<file path="config.mk">
export PLATFORM = sky130hd
export DESIGN_NAME = sprite_line_scheduler
export DESIGN_NICKNAME = d
export VERILOG_FILES = /design/src/rtl/sprite_pkg.sv /design/src/rtl/sprite_prio_mux.sv /design/src/rtl/sprite_line_scheduler.sv
export SDC_FILE = /design/constraint.sdc
export NUM_CORES = 1
export LEC_CHECK = 0
export ABC_AREA = 1
export CAP_MARGIN = 10
export CORE_AREA = 4 4 282 284
export DETAILED_ROUTE_END_ITERATION = 16
export DIE_AREA = 0 0 286 288
export PLACE_DENSITY = 0.67
export SETUP_SLACK_MARGIN = 0.3
export SLEW_MARGIN = 20
export SYNTH_ARGS = -nofsm -noshare
export SYNTH_HDL_FRONTEND = slang
export SYNTH_SLANG_ARGS = --single-unit
</file>
<file path="constraint.sdc">
create_clock -name clk -period 4.1 [get_ports clk]
set_input_delay 0.615 -clock clk [delete_from_list [all_inputs] [get_ports clk]]
set_output_delay 0.615 -clock clk [all_outputs]
set_load 0.02 [all_outputs]
</file>
<file path="src/rtl/sprite_pkg.sv">
// Shared defaults, slot-entry payload and scheduler state encoding for the sprite line scheduler.
package sprite_pkg;

  localparam int unsigned COORD_W          = 10;
  localparam int unsigned DEF_NUM_SLOTS    = 16;
  localparam int unsigned DEF_LINE_SPRITES = 4;
  localparam int unsigned DEF_SPRITE_SIZE  = 8;

  typedef struct packed {
    logic [COORD_W-1:0] x;
    logic [COORD_W-1:0] y;
    logic               en;
  } slot_entry_t;

  typedef enum logic [1:0] {
    ST_IDLE   = 2'd0,
    ST_EVAL   = 2'd1,
    ST_DONE   = 2'd2,
    ST_COMMIT = 2'd3
  } sched_state_t;

endpackage

</file>
<file path="src/rtl/sprite_prio_mux.sv">
// Registered priority merge of per-renderer pixels: the lowest line index with a valid pixel wins.
module sprite_prio_mux #(
  parameter int unsigned LINE_SPRITES = 4
) (
  input  logic                      clk,
  input  logic                      rst_n,
  input  logic [LINE_SPRITES-1:0]   pix_valid,
  input  logic [LINE_SPRITES*3-1:0] pix_rgb,
  output logic [2:0]                out_rgb,
  output logic                      out_valid
);

  logic [2:0] sel_rgb;
  logic       sel_valid;

  // Walk from the highest index down so the lowest valid index is applied last.
  always_comb begin
    sel_rgb   = 3'd0;
    sel_valid = 1'b0;
    for (int i = int'(LINE_SPRITES) - 1; i >= 0; i--) begin
      if (pix_valid[i]) begin
        sel_rgb   = pix_rgb[i*3 +: 3];
        sel_valid = 1'b1;
      end
    end
  end

  always_ff @(posedge clk or negedge rst_n) begin
    if (!rst_n) begin
      out_rgb   <= 3'd0;
      out_valid <= 1'b0;
    end else begin
      out_rgb   <= sel_rgb;
      out_valid <= sel_valid;
    end
  end

endmodule

</file>
<file path="src/rtl/sprite_line_scheduler.sv">
// Per-scanline sprite scheduler: double-buffered slot table, one-slot-per-cycle hit scan, priority merge.
// Optional SPRITE_OVF_CNT_EN adds ovf_cnt, a saturating count of overflowed scanlines.
module sprite_line_scheduler
  import sprite_pkg::*;
#(
  parameter int unsigned NUM_SLOTS    = DEF_NUM_SLOTS,
  parameter int unsigned LINE_SPRITES = DEF_LINE_SPRITES,
  parameter int unsigned SPRITE_SIZE  = DEF_SPRITE_SIZE
) (
  input  logic                                 clk,
  input  logic                                 rst_n,
  input  logic                                 frame_start,
  input  logic                                 hblank_start,
  input  logic [COORD_W-1:0]                   next_y,
  input  logic                                 wr_valid,
  output logic                                 wr_ready,
  input  logic [$clog2(NUM_SLOTS)-1:0]         wr_slot,
  input  logic [COORD_W-1:0]                   wr_x,
  input  logic [COORD_W-1:0]                   wr_y,
  input  logic                                 wr_en,
  output logic [LINE_SPRITES*COORD_W-1:0]      line_x,
  output logic [LINE_SPRITES*COORD_W-1:0]      line_y,
  output logic [LINE_SPRITES-1:0]              line_act,
  input  logic [LINE_SPRITES-1:0]              pix_valid,
  input  logic [LINE_SPRITES*3-1:0]            pix_rgb,
  output logic [2:0]                           out_rgb,
  output logic                                 out_valid,
  output logic                                 busy,
`ifdef SPRITE_OVF_CNT_EN
  output logic [7:0]                           ovf_cnt,
`endif
  output logic                                 overflow
);

  localparam int unsigned SLOT_W = $clog2(NUM_SLOTS);
  localparam int unsigned CNT_W  = $clog2(LINE_SPRITES + 1);

  sched_state_t state, state_nxt;

  slot_entry_t shadow_tbl [NUM_SLOTS];
  slot_entry_t active_tbl [NUM_SLOTS];

  logic [SLOT_W-1:0]                slot_idx;
  logic [COORD_W-1:0]               y_lat;
  logic [CNT_W-1:0]                 pend_cnt;
  logic [LINE_SPRITES*COORD_W-1:0]  pend_x;
  logic [LINE_SPRITES*COORD_W-1:0]  pend_y;
  logic                             commit_pend;
  logic                             line_ovf;

  slot_entry_t                      cur;
  logic [COORD_W-1:0]               dy;
  logic                             hit;
  logic [LINE_SPRITES-1:0]          act_mask;

  // Hit test: unsigned wrap makes sprites below the scanline miss.
  always_comb begin
    cur = active_tbl[slot_idx];
    dy  = y_lat - cur.y;
    hit = (state == ST_EVAL) && cur.en && (dy < COORD_W'(SPRITE_SIZE));
  end

  always_comb begin
    act_mask = '0;
    for (int i = 0; i < int'(LINE_SPRITES); i++) begin
      act_mask[i] = (CNT_W'(i) < pend_cnt);
    end
  end

  always_ff @(posedge clk or negedge rst_n) begin
    if (!rst_n) state <= ST_IDLE;
    else        state <= state_nxt;
  end

  always_comb begin
    state_nxt = state;
    case (state)
      ST_IDLE: begin
        if (frame_start)       state_nxt = ST_COMMIT;
        else if (hblank_start) state_nxt = ST_EVAL;
      end
      ST_EVAL: begin
        if (slot_idx == SLOT_W'(NUM_SLOTS - 1)) state_nxt = ST_DONE;
      end
      ST_DONE: begin
        if (commit_pend || frame_start) state_nxt = ST_COMMIT;
        else                            state_nxt = ST_IDLE;
      end
      ST_COMMIT: state_nxt = ST_IDLE;
      default:   state_nxt = ST_IDLE;
    endcase
  end

  // Tables, pending list and registered status outputs.
  always_ff @(posedge clk or negedge rst_n) begin
    if (!rst_n) begin
      for (int i = 0; i < int'(NUM_SLOTS); i++) begin
        shadow_tbl[i] <= '0;
        active_tbl[i] <= '0;
      end
      slot_idx    <= '0;
      y_lat       <= '0;
      pend_cnt    <= '0;
      pend_x      <= '0;
      pend_y      <= '0;
      commit_pend <= 1'b0;
      line_ovf    <= 1'b0;
      line_x      <= '0;
      line_y      <= '0;
      line_act    <= '0;
      busy        <= 1'b0;
      wr_ready    <= 1'b1;
      overflow    <= 1'b0;
`ifdef SPRITE_OVF_CNT_EN
      ovf_cnt     <= 8'd0;
`endif
    end else begin
      busy     <= (state_nxt == ST_EVAL) || (state_nxt == ST_DONE);
      wr_ready <= (state_nxt != ST_COMMIT);

      if (wr_valid && wr_ready) begin
        shadow_tbl[wr_slot] <= '{x: wr_x, y: wr_y, en: wr_en};
      end

      case (state)
        ST_IDLE: begin
          if (state_nxt == ST_EVAL) begin
            y_lat    <= next_y;
            slot_idx <= '0;
            pend_cnt <= '0;
            pend_x   <= '0;
            pend_y   <= '0;
            line_ovf <= 1'b0;
          end
        end
        ST_EVAL: begin
          slot_idx <= slot_idx + SLOT_W'(1);
          if (frame_start) commit_pend <= 1'b1;
          if (hit) begin
            if (pend_cnt < CNT_W'(LINE_SPRITES)) begin
              pend_x[int'(pend_cnt)*COORD_W +: COORD_W] <= cur.x;
              pend_y[int'(pend_cnt)*COORD_W +: COORD_W] <= cur.y;
              pend_cnt <= pend_cnt + CNT_W'(1);
            end else begin
              overflow <= 1'b1;
              line_ovf <= 1'b1;
            end
          end
        end
        ST_DONE: begin
          line_x      <= pend_x;
          line_y      <= pend_y;
          line_act    <= act_mask;
          commit_pend <= 1'b0;
`ifdef SPRITE_OVF_CNT_EN
          if (line_ovf && (ovf_cnt != 8'd255)) ovf_cnt <= ovf_cnt + 8'd1;
`endif
        end
        ST_COMMIT: begin
          for (int i = 0; i < int'(NUM_SLOTS); i++) begin
            active_tbl[i] <= shadow_tbl[i];
          end
          overflow <= 1'b0;
        end
        default: ;
      endcase
    end
  end

  sprite_prio_mux #(
    .LINE_SPRITES(LINE_SPRITES)
  ) u_prio_mux (
    .clk       (clk),
    .rst_n     (rst_n),
    .pix_valid (pix_valid),
    .pix_rgb   (pix_rgb),
    .out_rgb   (out_rgb),
    .out_valid (out_valid)
  );

endmodule
</file>
==> metrics.txt <==
final WL=111,300 um; DRC Markers=0; Setup CP Type=reg2reg; sequential share of the synthesized area=56.33%; Placement Cell Area=40,990 um^2; Total GRT Usage=26.49%; port bufs=146; RR Startpoint=pend_cnt[2]; die height=288 um; first-pass GRT wire length=171,600 um; Starting Density=49.74%; Pwr per Cell Area=909.1 nW/um^2; Synth Area per Inst=9.003 um^2; RSZ-0062 raised after global routing=no; Max Freq=271.4 MHz; Bufs on Longest Clock Path=3; Synth top area share=56.26%; Vias/cell=5.595; Setup TNS Final=0 ns; Final ANT Viol Nets=0; most used cell, CP=o21ai_0; leading post-synthesis cells by cell area=dfrtp_1 56%, nand2_1 12%, mux2_2 7.1%, o21ai_0 6.2%, a21oi_1 3.3%; Layout area overhead=16.89%; core area=77,080 um^2; ys flop type=dfrtp_1; clk_skew=0.02341 ns; Antenna Cells=0; met3 usage=3.990%; Post-synth EDFFs=0; P_leak=0.02182 uW; Max Cap Violations=0; Startpoint Class=register; vias in the first global route=29,197; fin crit period=3.685 ns; DR pass1 iterations=7; FP Rows=102; delay-heaviest family, CP=compound AO/OA/AOI/OAI gates; area of the mapped netlist=38,340 um^2; Fill cells=6,834; Yosys top cell by area=dfrtp_1; clk_lat worst skew=0.65 ns; CP max FO=9; total CTS buffers=90; die area=82,370 um^2; Buf+Inv Stages, Crit Path=3; Boundary Pins=147; Setup crit start=pend_cnt[2]; Yosys reg bits=863; routability cong.=0.9886; Worst Hold Class=reg2reg; layout cells sized above 1=13.41%; via count=30,552; Clock transition at path regs=0.07 ns; total grt overflow=0; unique cell type count in the Yosys netlist=42; CP required=4.66 ns; M2 GR Usage=42.79%; slowest CP cell=o21ai_0; M1 GR Usage=36.66%; CTS tree=built; YS warnings=0; initial drt markers=3,136; largest net degree at the start of global routing=124; Hold Vio Cnt, Final=0; cells along the critical path=ha_1 -> ha_1 -> inv_1 -> nand4_1 -> buf_4 -> nand2_1 -> o21ai_0 -> inv_1 -> o21ai_0 -> o21ai_0 -> nor2_1 -> nand4_1 -> nand2_1; CP peak stage delay=0.61 ns; Post-Synthesis Cells=4,259; most used routing layer in global routing=met2; final instance area=44,820 um^2; Max VDD drop=0.0006706 V; HPWL after DPL=69,900 um; outcome=finished, final reports clean; final setup fails=0; Root Buffer=clkbuf_16; max_slew headroom=30.02%; initial antenna violation count=1; period utilization=89.88%; Final Slew Violations=0; CP arrival=4.25 ns; Nets=4,432; Hold Startpoint=line_x[10]; CTS Sinks=863; Syn Nets=4,336; Post-synth ARST share=100.0%; routed len/inst=20.39 um; H-tree depth=3; endpoint class of the critical path=register; slew of the pin with the lowest slew margin=1.050 ns; DIE WIDTH=286 um
==> routing by layer <==
metal	wire length, um	up-vias
met5	0	-
met4	4809	0
met3	6573	252
met2	52440	1001
met1	47510	15025
li1	-	14274
==> stage by stage <==
step	util (%)	hold WS, ns	total power, uW	instances	setup WS [ns]
after global placement	53.17	0.4532	30340	5266	0.1573
after CTS	57.24	0.4720	39240	5429	0.3077
final	58.15	0.4663	40750	5461	0.4149
after detailed placement	53.17	0.4572	30590	5266	0.02841
after floorplan	-	0.3194	24970	4259	0.7483
after global routing	58.15	0.4881	43390	5461	0.2492
==> final timing paths <==
check / to / slack [ns] / cells after the start
max: pend_y[12] / 0.41 / 13
min: line_x[10] / 0.47 / 2
max reg2reg: pend_y[12] / 0.41 / 13
min reg2reg: line_x[10] / 0.47 / 2
max in group asynchronous: shadow_tbl[210] / 2.40 / 4
min in group asynchronous: u_prio_mux.out_rgb[0] / 0.53 / 2
==> cells in the mapped netlist (all sizes together) (3+ instances only) <==
cell type  instances
nor3              26
o21a               3
buf               89
a21oi            249
o211a              3
inv              211
o22ai              6
nor2             266
clkinv             5
nand3            217
nand4            110
nand2           1203
clkbuf           191
or2                5
nand3b             5
mux2             241
o21ai            482
a31oi              3
dfrtp            862
o211ai            43
ha                21
and2               3
==> worst min-delay path: cells and delay by family (launching register included) <==
| kind | cells | cell delay [ns] |
|---|---|---|
| and+or+nand+nor | 2 | 0.09 |
| DFF | 1 | 0.34 |
==> layout by cell type (no fill, tap or decap), drive strengths merged, types with 21 or more instances in the layout <==
| cell type | synthesis | layout |
|---|---|---|
| nand2 | 1203 | 1203 |
| ha | 21 | 21 |
| mux2 | 241 | 241 |
| a21oi | 249 | 249 |
| o21ai | 482 | 482 |
| dfrtp | 862 | 862 |
| nand3 | 217 | 217 |
| nor3 | 26 | 26 |
| nand4 | 110 | 110 |
| inv | 211 | 214 |
| buf | 89 | 127 |
| nor2 | 266 | 266 |
| o211ai | 43 | 43 |
| clkbuf | 191 | 145 |
| clkdlybuf4s50 | 0 | 145 |
==> state kept, by name (all words and copies together) (netlist names), 2 cells and up <==
| name | count |
|---|---|
| pend_cnt | 3 |
| active_tbl | 336 |
| pend_y | 40 |
| state | 2 |
| pend_x | 40 |
| line_act | 4 |
| line_x | 40 |
| y_lat | 10 |
| line_y | 40 |
| shadow_tbl | 336 |
| slot_idx | 4 |
| u_prio_mux.out_rgb | 3 |
==> what timing repair did <==
action	CTS	global route
gates resized for setup	5	72
buffers inserted	1	16
endpoints found under the setup margin	84	84
hold buffers	1	0
hold endpoints to repair	60	0
pin swaps	0	46
gates cloned	3	16
==> cell families (layout without fill, tap and decap cells) <==
kind of cell	after synthesis	count (layout)	share of synthesized area, %
flops	863	863	56.33
simple gates	1838	1838	19.65
mux	241	241	7.078
fa+ha+maj	21	21	0.6853
xor+xnor	4	4	0.1110
buf+inv	496	658	5.335
compound gates	796	796	10.82
==> area by class of cell <==
cell class	count	area, um^2	share of cell area, %
Inverter	216	823.3	1.837
Tap cell	1040	1301	2.903
Multi-Input combinational cell	2900	14990	33.45
Timing Repair inverter	1	11.26	0.02512
Clock buffer	135	2631	5.871
Sequential cell	863	21600	48.20
Clock inverter	23	374.1	0.8347
Timing Repair Buffer	283	3082	6.876
==> power by group <==
part           internal [uW]  switching, uW
Combinational           6670          12400
Sequential             11700           1650
Clock                   4930           3360
No activity file was read; power rests on OpenSTA's default activity.
